--- src/rtl/game_score.sv ---
`default_nettype none
// +--------------------------------------------------------------------------+
// | Module   : game_score                                                    |
// | Purpose  : T-rex game FSM, prescaled run-time score, session high score. |
// |            High-score logic built only when GAME_SCORE_HIGH_SCORE_EN set.|
// | Revision : 1.0                                                           |
// +--------------------------------------------------------------------------+
module game_score #(
    parameter int TICKS_PER_POINT = 5_000_000,
    parameter int MAX_SCORE       = 511
) (
    input  logic       clk,
    input  logic       rst_n,
    input  logic       start,
    input  logic       collision,
    input  logic       pause,
    output logic [8:0] score,
    output logic [8:0] high_score,
    output logic       running,
    output logic       game_over,
    output logic       score_tick,
    output logic       new_record
);

    localparam int         c_PW   = $clog2(TICKS_PER_POINT);
    localparam logic [c_PW-1:0] c_WRAP = c_PW'(TICKS_PER_POINT - 1);
    localparam logic [8:0] c_MAX  = 9'(MAX_SCORE);

    localparam logic [1:0] c_IDLE = 2'd0;
    localparam logic [1:0] c_RUN  = 2'd1;
    localparam logic [1:0] c_OVER = 2'd2;

    logic [1:0]      r_state;
    logic [c_PW-1:0] r_presc;
    logic [8:0]      r_score;
    logic            r_running;
    logic            r_game_over;
    logic            r_score_tick;

    logic [1:0]      w_nxt_state;
    logic            w_enter_run;
    logic            w_advance;
    logic            w_wrap;
    logic            w_game_end;

    // Collision outranks start in RUN; both inputs are ignored where no edge exists.
    always_comb begin
        w_nxt_state = r_state;
        case (r_state)
            c_IDLE:  if (start)     w_nxt_state = c_RUN;
            c_RUN:   if (collision) w_nxt_state = c_OVER;
            c_OVER:  if (start)     w_nxt_state = c_RUN;
            default: w_nxt_state = c_IDLE;
        endcase
    end

    assign w_enter_run = (r_state != c_RUN) && (w_nxt_state == c_RUN);
    assign w_game_end  = (r_state == c_RUN) && collision;
    assign w_advance   = (r_state == c_RUN) && !collision && !pause;
    assign w_wrap      = (r_presc == c_WRAP);

    always_ff @(posedge clk) begin
        if (!rst_n) begin
            r_state      <= c_IDLE;
            r_presc      <= '0;
            r_score      <= '0;
            r_running    <= 1'b0;
            r_game_over  <= 1'b0;
            r_score_tick <= 1'b0;
        end else begin
            r_state      <= w_nxt_state;
            r_running    <= (w_nxt_state == c_RUN);
            r_game_over  <= (w_nxt_state == c_OVER);
            r_score_tick <= 1'b0;
            if (w_enter_run) begin
                r_presc <= '0;
                r_score <= '0;
            end else if (w_advance) begin
                if (w_wrap) begin
                    r_presc <= '0;
                    if (r_score < c_MAX) begin
                        r_score      <= r_score + 9'd1;
                        r_score_tick <= 1'b1;
                    end
                end else begin
                    r_presc <= r_presc + 1'b1;
                end
            end
        end
    end

    assign score      = r_score;
    assign running    = r_running;
    assign game_over  = r_game_over;
    assign score_tick = r_score_tick;

`ifdef GAME_SCORE_HIGH_SCORE_EN
    logic [8:0] r_high_score;
    logic       r_new_record;

    // Strict compare: a tie keeps the old record and raises no pulse.
    always_ff @(posedge clk) begin
        if (!rst_n) begin
            r_high_score <= '0;
            r_new_record <= 1'b0;
        end else begin
            r_new_record <= 1'b0;
            if (w_game_end && (r_score > r_high_score)) begin
                r_high_score <= r_score;
                r_new_record <= 1'b1;
            end
        end
    end

    assign high_score = r_high_score;
    assign new_record = r_new_record;
`else
    assign high_score = '0;
    assign new_record = 1'b0;
`endif

endmodule
`default_nettype wire

--- config.mk ---
export PLATFORM = sky130hd
export DESIGN_NAME = game_score
export DESIGN_NICKNAME = d
export VERILOG_FILES = /design/src/rtl/game_score.sv
export SDC_FILE = /design/constraint.sdc
export NUM_CORES = 1
export LEC_CHECK = 0
export CORE_MARGIN = 3
export CORE_UTILIZATION = 40
export CTS_CLUSTER_SIZE = 25
export DETAILED_ROUTE_END_ITERATION = 10
export GPL_TIMING_DRIVEN = 0
export PLACE_DENSITY = 0.64
export SKIP_LAST_GASP = 1
export SLEW_MARGIN = 20
export SYNTH_ARGS = -nofsm -noshare
export SYNTH_HDL_FRONTEND = slang
export SYNTH_SLANG_ARGS = --single-unit
--- constraint.sdc ---
create_clock -name clk -period 2.7 [get_ports clk]
set_input_delay 0.54 -clock clk [delete_from_list [all_inputs] [get_ports clk]]
set_output_delay 0.54 -clock clk [all_outputs]
set_load 0.03 [all_outputs]
Yosys cells after proc, flatten, opt, wreduce, memory -nomap -nowiden
Cells that the tools add are included.
Cells by class
  eq/ne operators: 6
  bitwise operators: 3
  $add $sub $neg: 2
  muxes and demuxes: 5
  reduce and logical (&&, ||, !) cells: 10
  order comparisons: 1
Operators by type and width (number)
  $add A23 B1 Y23 const B: 1
  $eq A23 B23 Y1 const B: 1
  $mux W23: 1
  $add A9 B1 Y9 const B: 1
  $lt A9 B9 Y1 const B: 1
  $eq A2 B1 Y1 const B: 2
  $eq A2 B2 Y1 const B: 2
  $mux W2: 2
  $pmux W2 S2: 1
  $reduce_or A2 Y1: 2
  $reduce_or A4 Y1: 1
  $logic_and A1 B1 Y1: 3
  $not A1 Y1: 3
  $reduce_and A3 Y1: 1
  $logic_not A1 Y1: 2
  $logic_not A2 Y1: 1
  $ne A2 B1 Y1 const B: 1
  $mux W1: 1
Word-level totals
  output and inout bits: 22
  bits in registers: 37
  bits of input ports: 5

Longest topological paths before layout
  depth after elaboration: 6
  depth in mapped cells: 7
  gate-level depth less buffers: 6

Worst setup path before layout
No wires, ideal clock.
  path kind: input port to flip-flop
  from: in collision
  to: reg r_score[3], in the netlist score[3]
  library setup time: 59 ps
  required time: 2641 ps
  stages: 7
  buffers on the path: 2
  data arrival time: 2568 ps
  slack: 73 ps
  cell sequence: or4b_1 > buf_2 > or2_1 > or4_1 > buf_2 > or4_1 > nand2_1
Between the ends
  longest elaborated chain between the ends: 5
Ends and longest elaborated chain
  start: declaration: line 15  | input logic collision,
  $mux W2: line 51  | c_RUN: if (collision) w_nxt_state = c_OVER;
  $pmux W2 S2: line 49  | case (r_state)
  $eq A2 B1 Y1: line 57  | assign w_enter_run = (r_state != c_RUN) && (w_nxt_state == c_RUN);
  $logic_and A1 B1 Y1: line 57
  $reduce_or A2 Y1 (no line)
  end signal: assignment: line 82  | r_score <= r_score + 9'd1;
  end: declaration: line 35  | logic [8:0] r_score;
Parallel ways exist; a longest one is shown, timed or not.
A chain may end at the register's enable or synchronous reset.

Final worst setup path
  from: in pause
  to: reg r_score[3], in the netlist score[3]
Between the ends
  longest elaborated chain between the ends: 3
Ends and longest elaborated chain
  start: declaration: line 16  | input logic pause,
  $logic_not A1 Y1: line 59  | assign w_advance = (r_state == c_RUN) && !collision && !pause;
  $logic_and A1 B1 Y1: line 59
  $reduce_and A3 Y1 (no line)
Every way passes these cells.

==> metrics <==
layout net count=between 200 and 300; Die H=around 73 µm; Synth area leaders=dfxtp_1 (42%), xor2_1 (7.4%), nor2_1 (7.0%); synthesis-to-finish area growth=24.5%; r2r setup slk=about 0.21 ns; final hold vios=0; crit-path max cell delay=between 0.5 and 0.6 ns; DRC viols=0; synthesized area per cell=around 8.3 µm²; cells on worst reg2reg path=7; cell taking the most area after synthesis=dfxtp_1; Clock Skews=roughly 0.0055 ns; met2 routed WL=1.63 mm; clock latency at the later pin of the worst-skew pair=about 0.28 ns; YS warnings=0; Synth top cells by count=dfxtp_1 (37), nor2_1 (33), nand2_1 (24), xor2_1 (15), nand3_1 (14); RePlAce Congestion=a little over 0.8; CP Launch Type=input port; relative slew slack=around 56%; final antenna-violating net count=0; post-DP HPWL=about 2.6 mm; port buffer count=16; synthesis-stage register bit count=37; Tot GR Track Use=~15%; register area share after synthesis=about two fifths; Die ar.=between 5000 and 6000 µm²; cts hold-fix bufs=0; initial antenna violation count=0; first-pass GRT wire length=6.24 mm; fin util=between 50 and 60%; met3 routed WL=between 150 and 200 µm; FP Rows=23; vias in the first global route=~1.4k; max layer used=met4; pwr/cell area=504 nW/µm²; Final Cycle Share=98.2%; CTS Root Cell=clkbuf_8; I/O Pins=27; Final setup viols=0; CTS tree=yes; core area=4140 µm²; minimum clock period=2.65 ns; clock sinks=37; placed insts=~290; CP Class=in2reg; CTS Buf Count=5; ordered list of cells on the worst path=dlygate4sd2_1, or4b_1, buf_6, or2_4, or4_4, buf_6, or4_1, nand2_1; Arr. time, crit path=about 2.9 ns; Initial DRC Count=47; max-cap violation count=0; CP max-delay cell=or4b_1; most frequent cell after synthesis=dfxtp_1; Crit. End Element=register; Post-synth EDFFs=0; fin cells=300; max-slew violations=0; Synth top area share=a little over two fifths; reg2reg end=score[3]; WL final=3.63 mm; CTS HTree Levels=2; WL met1=around 1.8 mm; Hold Path Origin=r_presc[1]; drt first pass iters=4; Synth async-reset ratio=0%; Placed Area=approximately 2000 µm²; total grt overflow=0; prevailing post-synth register cell=dfxtp_1; diode count=0; worst path bufs/invs=3; Syn Std Cell Area=approximately 1800 µm²; hold path cells=2; WP data required=2.93 ns; peak fanout along the critical path=5; Hold EP=r_presc[1]; Min-Delay Path Class=reg2reg; largest net degree at the start of global routing=12; Syn Inst Count=213; Synth cell types=41; fmax=377 MHz; WL/cell=12.1 µm; Vias=roughly 1.6k; via/cell ratio=between 5 and 6; cell repeated most along the worst path=buf_6; status=completed; clock buffer depth=2; unrepaired setup endpoints after global routing=false; Leakage=0.794 nW; slew of the pin with the lowest slew margin=around 0.65 ns; share of cells above drive strength 1=about an eighth; chip width=between 70 and 80 µm; Worst-path clk slew=about 0.070 ns; initial core utilization=42.8%; worst IR drop on VDD=286 µV; Top delay family on crit path=simple AND/OR/NAND/NOR gates; worst r2r src=r_state[1]; finished layout cell area=about 2200 µm²
==> cell type report <==
cell class              count  area, µm²
fillers                   430       1930
multi-input cells         170        993
flip-flops and latches     37        741
repair buffers             20        188
plain buffers              14        106
clock buffers               7       86.3
well taps                  50       62.6
clock inverters             1       30.0
inverters                   1       3.75
==> per-stage QoR <==
stage	setup TNS, ns	hold slack (ns)	setup slack [ns]	power [mW]
2_1_floorplan	0	0.467	0.0730	0.615
3_3_place_gp	-9.21	0.481	-0.579	0.633
3_5_place_dp	-10.51	0.498	-0.643	0.633
4_1_cts	0	0.508	0.0732	1.13
5_1_grt	0	0.543	0.0167	1.15
6_report	0	0.509	0.0497	1.12
==> cells by family after synthesis <==
logic type	Yosys count	share of synthesized area, %
and+or+nand+nor	115	32.8
xor gates and xnor gates	20	9.87
AOI/OAI and AO/OA	22	8.03
muxes	1	0.564
buffers and inverters	15	5.43
DFF	37	41.7
adders and majority gates	2	1.41
other	1	0.211
==> flip-flops by register name (all words and copies together), names as in the netlist <==
register,flops
score_tick,1
r_presc,23
game_over,1
r_state,2
score,9
running,1
==> placed cells by master (no fill, tap or decap), drive strengths merged, types with 4 or more instances in the layout <==
cell | netlist | layout
nor3 | 7 | 7
nand2 | 24 | 24
xnor2 | 5 | 5
clkdlybuf4s50 | 0 | 14
dfxtp | 37 | 37
nand4 | 7 | 7
and4 | 4 | 4
buf | 13 | 17
nand3 | 14 | 14
nor2 | 33 | 33
and2 | 4 | 4
a21oi | 8 | 8
conb | 1 | 10
xor2 | 15 | 15
clkbuf | 1 | 8
==> timing repair <==
action                                  CTS  global route
pin swaps                                 1             0
endpoints found under the hold margin     0             0
endpoints found under the setup margin   15            10
buffers inserted                          4             0
resized for setup                        10             2
==> where the power goes <==
group	switching (mW)	internal (mW)
combinational	0.0446	0.0260
clock	0.192	0.301
sequential	0.00239	0.549
==> how the worst max path moves through the flow <==
stage	startpoint	end	slack, ns	depth (start not counted)
after CTS	pause	score[3]	0.07	8
after global placement	collision	r_presc[0]	-0.58	8
after floorplan	collision	score[3]	0.07	7
final	pause	score[3]	0.05	8
after detailed placement	collision	r_presc[21]	-0.64	8
after global routing	pause	r_presc[21]	0.02	8
==> routing by layer <==
layer / up-vias / track usage [%]
met3: 5 / 4.27
li1: 798 / -
met4: 0 / 5.33
met2: 25 / 23.2
met1: 729 / 19.7
met5: - / 0
==> worst register-to-register path, stage by stage, from the launching register on <==
cell and delay (ns):
dfxtp_1 0.33, or4b_1 0.54, buf_6 0.15, or2_4 0.26
or4_4 0.49, buf_6 0.14, or4_1 0.46, nand2_1 0.07
No activity file was read; power rests on OpenSTA's default activity.
